$ cat src/rtl/varredor_tabuleiro.sv
// Chess board matrix scanner: row drive, column sync, frame debounce, one strobe per press.
// Optional macro VARREDOR_MULTI_ERR_EN rejects multi-square frames and adds the multiplo flag.
module varredor_tabuleiro #(
  parameter int unsigned SCAN_DIV = 4,
  parameter int unsigned DEBOUNCE = 3
) (
  input  logic       clock,
  input  logic       reset,
  output logic [7:0] linhaAtiva,
  input  logic [7:0] colunasLidas,
  output logic [2:0] jogadaFileira,
  output logic [2:0] jogadaColuna,
  output logic       temJogada,
  output logic [3:0] db_estado
`ifdef VARREDOR_MULTI_ERR_EN
  ,
  output logic       multiplo
`endif
);

  localparam int unsigned DW = (SCAN_DIV > 1) ? $clog2(SCAN_DIV) : 1;
  localparam int unsigned CW = $clog2(DEBOUNCE + 1);
  localparam logic [DW-1:0] D_LAST = DW'(SCAN_DIV - 1);

  typedef enum logic [1:0] {
    LIVRE         = 2'd0,
    CONFIRMA      = 2'd1,
    EMITE         = 2'd2,
    ESPERA_SOLTAR = 2'd3
  } estado_t;

  logic [7:0]    sync1, sync2;
  logic [DW-1:0] div_q;
  logic [2:0]    row_q;
  logic [1:0]    acc_cnt;
  logic [2:0]    acc_r, acc_c;
  logic          amostra, fim_quadro;
  logic [1:0]    row_cnt, frame_cnt;
  logic [2:0]    row_col, frame_r, frame_c;
  estado_t       estado, estado_nx;
  logic [2:0]    cand_r, cand_c, cand_r_nx, cand_c_nx;
  logic [CW-1:0] cnt_q, cnt_nx;
  logic          ocupado, unico, mesmo;

  assign amostra    = (div_q == D_LAST);
  assign fim_quadro = amostra && (row_q == 3'd7);
  assign db_estado  = {2'b00, estado};

  // Column synchronizer
  always_ff @(posedge clock) begin
    if (reset) begin
      sync1 <= 8'd0;
      sync2 <= 8'd0;
    end else begin
      sync1 <= colunasLidas;
      sync2 <= sync1;
    end
  end

  // Row scan: divider plus one-hot drive kept in step with row_q
  always_ff @(posedge clock) begin
    if (reset) begin
      div_q      <= '0;
      row_q      <= 3'd0;
      linhaAtiva <= 8'h01;
    end else if (amostra) begin
      div_q      <= '0;
      row_q      <= row_q + 3'd1;
      linhaAtiva <= {linhaAtiva[6:0], linhaAtiva[7]};
    end else begin
      div_q <= div_q + DW'(1);
    end
  end

  // Current row analysis merged into the running frame result
  always_comb begin
    row_col = 3'd0;
    for (int i = 7; i >= 0; i--) begin
      if (sync2[i]) row_col = 3'(i);
    end
    if (sync2 == 8'd0)                         row_cnt = 2'd0;
    else if ((sync2 & (sync2 - 8'd1)) != 8'd0) row_cnt = 2'd2;
    else                                       row_cnt = 2'd1;
    frame_cnt = acc_cnt;
    frame_r   = acc_r;
    frame_c   = acc_c;
    if (amostra) begin
      if (acc_cnt == 2'd0 && row_cnt != 2'd0) begin
        frame_r = row_q;
        frame_c = row_col;
      end
      frame_cnt = (3'(acc_cnt) + 3'(row_cnt) >= 3'd2) ? 2'd2 : 2'(acc_cnt + row_cnt);
    end
  end

  always_ff @(posedge clock) begin
    if (reset || fim_quadro) begin
      acc_cnt <= 2'd0;
      acc_r   <= 3'd0;
      acc_c   <= 3'd0;
    end else if (amostra) begin
      acc_cnt <= frame_cnt;
      acc_r   <= frame_r;
      acc_c   <= frame_c;
    end
  end

  // FSM state and candidate registers
  always_ff @(posedge clock) begin
    if (reset) begin
      estado <= LIVRE;
      cand_r <= 3'd0;
      cand_c <= 3'd0;
      cnt_q  <= '0;
    end else begin
      estado <= estado_nx;
      cand_r <= cand_r_nx;
      cand_c <= cand_c_nx;
      cnt_q  <= cnt_nx;
    end
  end

  always_comb begin
    estado_nx = estado;
    cand_r_nx = cand_r;
    cand_c_nx = cand_c;
    cnt_nx    = cnt_q;
    ocupado   = (frame_cnt != 2'd0);
`ifdef VARREDOR_MULTI_ERR_EN
    unico     = (frame_cnt == 2'd1);
`else
    unico     = ocupado;
`endif
    mesmo     = (frame_r == cand_r) && (frame_c == cand_c);
    case (estado)
      LIVRE: begin
        if (fim_quadro && unico) begin
          estado_nx = CONFIRMA;
          cand_r_nx = frame_r;
          cand_c_nx = frame_c;
          cnt_nx    = CW'(1);
        end
      end
      CONFIRMA: begin
        if (fim_quadro) begin
          if (!ocupado || !unico) begin
            estado_nx = LIVRE;
            cnt_nx    = '0;
          end else if (mesmo) begin
            cnt_nx = cnt_q + CW'(1);
            if (cnt_q + CW'(1) == CW'(DEBOUNCE)) estado_nx = EMITE;
          end else begin
            cand_r_nx = frame_r;
            cand_c_nx = frame_c;
            cnt_nx    = CW'(1);
          end
        end
      end
      EMITE: begin
        estado_nx = ESPERA_SOLTAR;
        cnt_nx    = '0;
      end
      ESPERA_SOLTAR: begin
        if (fim_quadro && !ocupado) estado_nx = LIVRE;
      end
      default: estado_nx = LIVRE;
    endcase
  end

  // Move outputs register alongside the entry into EMITE
  always_ff @(posedge clock) begin
    if (reset) begin
      temJogada     <= 1'b0;
      jogadaFileira <= 3'd0;
      jogadaColuna  <= 3'd0;
    end else begin
      temJogada <= (estado_nx == EMITE);
      if (estado_nx == EMITE) begin
        jogadaFileira <= cand_r_nx;
        jogadaColuna  <= cand_c_nx;
      end
    end
  end

`ifdef VARREDOR_MULTI_ERR_EN
  always_ff @(posedge clock) begin
    if (reset)           multiplo <= 1'b0;
    else if (fim_quadro) multiplo <= (frame_cnt == 2'd2);
  end
`endif

endmodule

$ cat config.mk
export PLATFORM = sky130hd
export DESIGN_NAME = varredor_tabuleiro
export DESIGN_NICKNAME = d
export VERILOG_FILES = /design/src/rtl/varredor_tabuleiro.sv
export SDC_FILE = /design/constraint.sdc
export NUM_CORES = 1
export LEC_CHECK = 0
export ABC_CLOCK_PERIOD_IN_PS = 4200
export CORE_MARGIN = 8
export CORE_UTILIZATION = 36
export DETAILED_ROUTE_END_ITERATION = 16
export SLEW_MARGIN = 20
export SYNTH_ARGS = -nofsm -noshare
export SYNTH_HDL_FRONTEND = slang
export SYNTH_SLANG_ARGS = --single-unit
export TNS_END_PERCENT = 5
$ cat constraint.sdc
create_clock -name clock -period 4.2 [get_ports clock]
set_input_delay 1.05 -clock clock [delete_from_list [all_inputs] [get_ports clock]]
set_output_delay 1.05 -clock clock [all_outputs]
set_load 0.1 [all_outputs]
==> results.json <==
{
  "die-area_sq_um": 9494,
  "areaGrowthSynthToFinish_pct": 17.03,
  "avg_vias_per_cell": 5.063,
  "layout.cells.non_filler": 363,
  "synthArstFlopShare": 0,
  "first_pass_grt_wire_length_um": 8307,
  "hold_path.class": "flip-flop to flip-flop",
  "detail-route-antenna-nets": 0,
  "timing_worst_slew_pin_value_ns": 1.008,
  "power.density_nw_per_um2": 341.6,
  "tritoncts": "done",
  "route.detailed.wl_per_inst_um": 13.19,
  "first_global_vias": 1797,
  "avgSynthCellArea_sq_um": 9.112,
  "buffer_ports.inserted": 26,
  "path_class": "flip-flop to flip-flop",
  "worstPathCellList": "maj3_1 -> nor2_1 -> nor2_1 -> nor2_1 -> o22ai_1 -> nor2_1 -> ha_1 -> fa_1 -> nor3_1 -> a21oi_1 -> inv_1 -> nor4_1 -> o21a_1 -> a21boi_0 -> o21ba_1",
  "ys_seq_elements": 54,
  "synthDominantCellAreaShare": 0.4528,
  "numCtsBuffers": 5,
  "synthCells": 262,
  "crit_path_top_delay_cell": "sky130_fd_sc_hd__fa_1",
  "outcome": "finished clean",
  "path_buf_inv": 1,
  "end_kind": "flip-flop",
  "cts-root-to-sink-buffers": 2,
  "site_rows": 29,
  "route.detailed.drc": 0,
  "synth.yosys.seq_area_share": 0.4528,
  "final_common_cell": "sky130_fd_sc_hd__dfxtp_1",
  "synth_ff_type": "sky130_fd_sc_hd__dfxtp_1",
  "floorplan.die.height_um": 97.44,
  "clock.fmax_ghz": 0.2799,
  "grt.overflow.total": 0,
  "number_of_instances_resized_during_post_cts_repair": 0,
  "cts.htree.levels": 2,
  "synth.area.top_cells": "sky130_fd_sc_hd__dfxtp_1, sky130_fd_sc_hd__nor2_1, sky130_fd_sc_hd__mux2i_1",
  "worst_path_max_fanout": 7,
  "number_of_post_cts_setup_repair_buffers": 0,
  "dp_cells": 355,
  "slew_headroom": 0.3225,
  "clk-insertion-delay-late_ns": 0.31,
  "nets": 301,
  "final_layout_size_suffix_gt1_frac": 0.06294,
  "clock_tree_root": "sky130_fd_sc_hd__clkbuf_8",
  "critical_path.max_stage_delay_ns": 0.51,
  "gp_congestion": 0.7989,
  "final_min_period_over_clock_period": 0.8506,
  "initial_utilization": 0.3738,
  "hpwl_um": 3458,
  "antenna_violations_before_repair": 0,
  "drt_iter0_markers": 58,
  "drt_pre_antenna_iters": 5,
  "hold_buffers": 0,
  "critical_path.startpoint_type": "flip-flop",
  "report.final.setup_viol": 0,
  "total_power_uw": 954.3,
  "clkSinkCount": 54,
  "i_o_pin_cnt": 29,
  "synth_enable_flop_cells": 0,
  "insertedDiodeCount": 0,
  "fp.dieW_um": 97.44,
  "commonest_non_fill_non_tap_cells_in_the_layout": "sky130_fd_sc_hd__dfxtp_1, sky130_fd_sc_hd__nor2_1, sky130_fd_sc_hd__clkdlybuf4s50_1",
  "grt.total_usage": 0.1024,
  "timing.final.crit_period_ns": 3.573,
  "skew_ns": 0.008763,
  "netlist-cell-type-count": 51,
  "vias": 1838,
  "regToRegSetupSlack_ns": 0.63,
  "worstPathArrival_ns": 3.79,
  "yosysWarningCount": 0,
  "netlist.top_cell.by_area": "sky130_fd_sc_hd__dfxtp_1",
  "worst_setup_hold_path_clk_slew_ns": 0.10,
  "rsz0062_at_grt": "false",
  "wirelength_um": 4787,
  "max_cap_viol_count": 0,
  "syn-cell-area_sq_um": 2387,
  "report.final.hold_viol_count": 0,
  "vdd.ir_drop.worst_uv": 157.1,
  "cp_common_cell": "sky130_fd_sc_hd__nor2_1",
  "totalNegativeSetupSlack_ns": 0,
  "core-area_sq_um": 6386,
  "power.leakage_nw": 0.9616,
  "finalMaxSlewViolations": 0,
  "critPathTopFamily": "compound AO/OA/AOI/OAI gates",
  "pin_count_of_the_biggest_net_entering_global_routing": 34,
  "required_ns": 4.41
}
[through the flow]
| stage | instance area [sq um] | setup WS (ns) | utilization | hold WS [ns] |
|---|---|---|---|---|
| after global routing | 2794 | 0.3721 | 0.4375 | 0.4623 |
| after floorplan | 2391 | 1.117 | - | 0.4043 |
| after CTS | 2794 | 0.6002 | 0.4375 | 0.4389 |
| after global placement | 2703 | 0.7370 | 0.4232 | 0.4129 |
| after detailed placement | 2703 | 0.6743 | 0.4232 | 0.4235 |
| final | 2794 | 0.6274 | 0.4375 | 0.4318 |
[logic make-up after synthesis]
group,after synthesis,share of synthesized area
fa+ha+maj,7,0.03878
compound gates,55,0.1583
flops,54,0.4528
mux,14,0.05870
buf+inv,22,0.03930
other cells,1,0.001571
xor+xnor,3,0.01101
simple gates,106,0.2395
[layout make-up]
class | instances | area, sq um
repair buffers | 28 | 275.3
well taps | 77 | 96.34
clock buffers | 5 | 68.82
fillers | 631 | 3592
multi-input cells | 187 | 1216
clock inverters | 3 | 22.52
flip-flops and latches | 54 | 1081
inverters | 9 | 33.78
[final timing paths]
path	endpoint	startpoint	cells past startpoint
max	jogadaColuna[2]	sync2[4]	15
min	div_q[0]	div_q[0]	1
max reg2reg	jogadaColuna[2]	sync2[4]	15
min reg2reg	div_q[0]	div_q[0]	1
[state kept, by name, indices dropped and copies added (netlist names), 3 cells and up]
| register | count |
|---|---|
| linhaAtiva | 8 |
| sync1 | 8 |
| sync2 | 8 |
| acc_c | 3 |
| acc_r | 3 |
| cand_c | 3 |
| cand_r | 3 |
| jogadaColuna | 3 |
| jogadaFileira | 3 |
| row_q | 3 |
[report_power, final]
part | internal [mW] | switching [mW]
clock | 0.121 | 0.176
sequential | 0.526 | 0.0116
combinational | 0.0449 | 0.0751
total | 0.691 | 0.263
[routing by layer]
| metal | track usage | wire [um] | vias to the layer above |
|---|---|---|---|
| li1 | - | - | 958 |
| met1 | 0.1221 | 2323 | 851 |
| met2 | 0.1686 | 2235 | 25 |
| met3 | 0.03201 | 184 | 4 |
| met4 | 0.03497 | 43 | 0 |
| met5 | 0 | 0 | - |
[synth_stat cells (2+ instances only)]
cell	n
sky130_fd_sc_hd__nand2b_1	3
sky130_fd_sc_hd__mux2i_1	14
sky130_fd_sc_hd__ha_1	5
sky130_fd_sc_hd__nor4_1	2
sky130_fd_sc_hd__buf_4	2
sky130_fd_sc_hd__a21boi_0	2
sky130_fd_sc_hd__o21ai_0	10
sky130_fd_sc_hd__nor4_4	2
sky130_fd_sc_hd__xnor2_1	3
sky130_fd_sc_hd__nor3_1	14
sky130_fd_sc_hd__o22ai_1	2
sky130_fd_sc_hd__o31ai_1	3
sky130_fd_sc_hd__dfxtp_1	54
sky130_fd_sc_hd__nand3_1	5
sky130_fd_sc_hd__nor2_1	41
sky130_fd_sc_hd__o21ai_1	2
sky130_fd_sc_hd__clkbuf_1	4
sky130_fd_sc_hd__nor2b_1	22
sky130_fd_sc_hd__a31oi_1	4
sky130_fd_sc_hd__a211oi_1	8
sky130_fd_sc_hd__inv_1	9
sky130_fd_sc_hd__buf_1	4
sky130_fd_sc_hd__a21oi_1	11
sky130_fd_sc_hd__buf_2	3
sky130_fd_sc_hd__o21a_1	2
sky130_fd_sc_hd__nand2_1	6
[worst register-to-register path, delay by kind of cell (launching register included)]
| family | cells | cell delay [ns] |
|---|---|---|
| compound gates | 5 | 1.17 |
| fa+ha+maj | 3 | 0.95 |
| simple gates | 6 | 0.73 |
| flops | 1 | 0.50 |
| buf+inv | 1 | 0.14 |
Power figures use the tool's default switching activity.
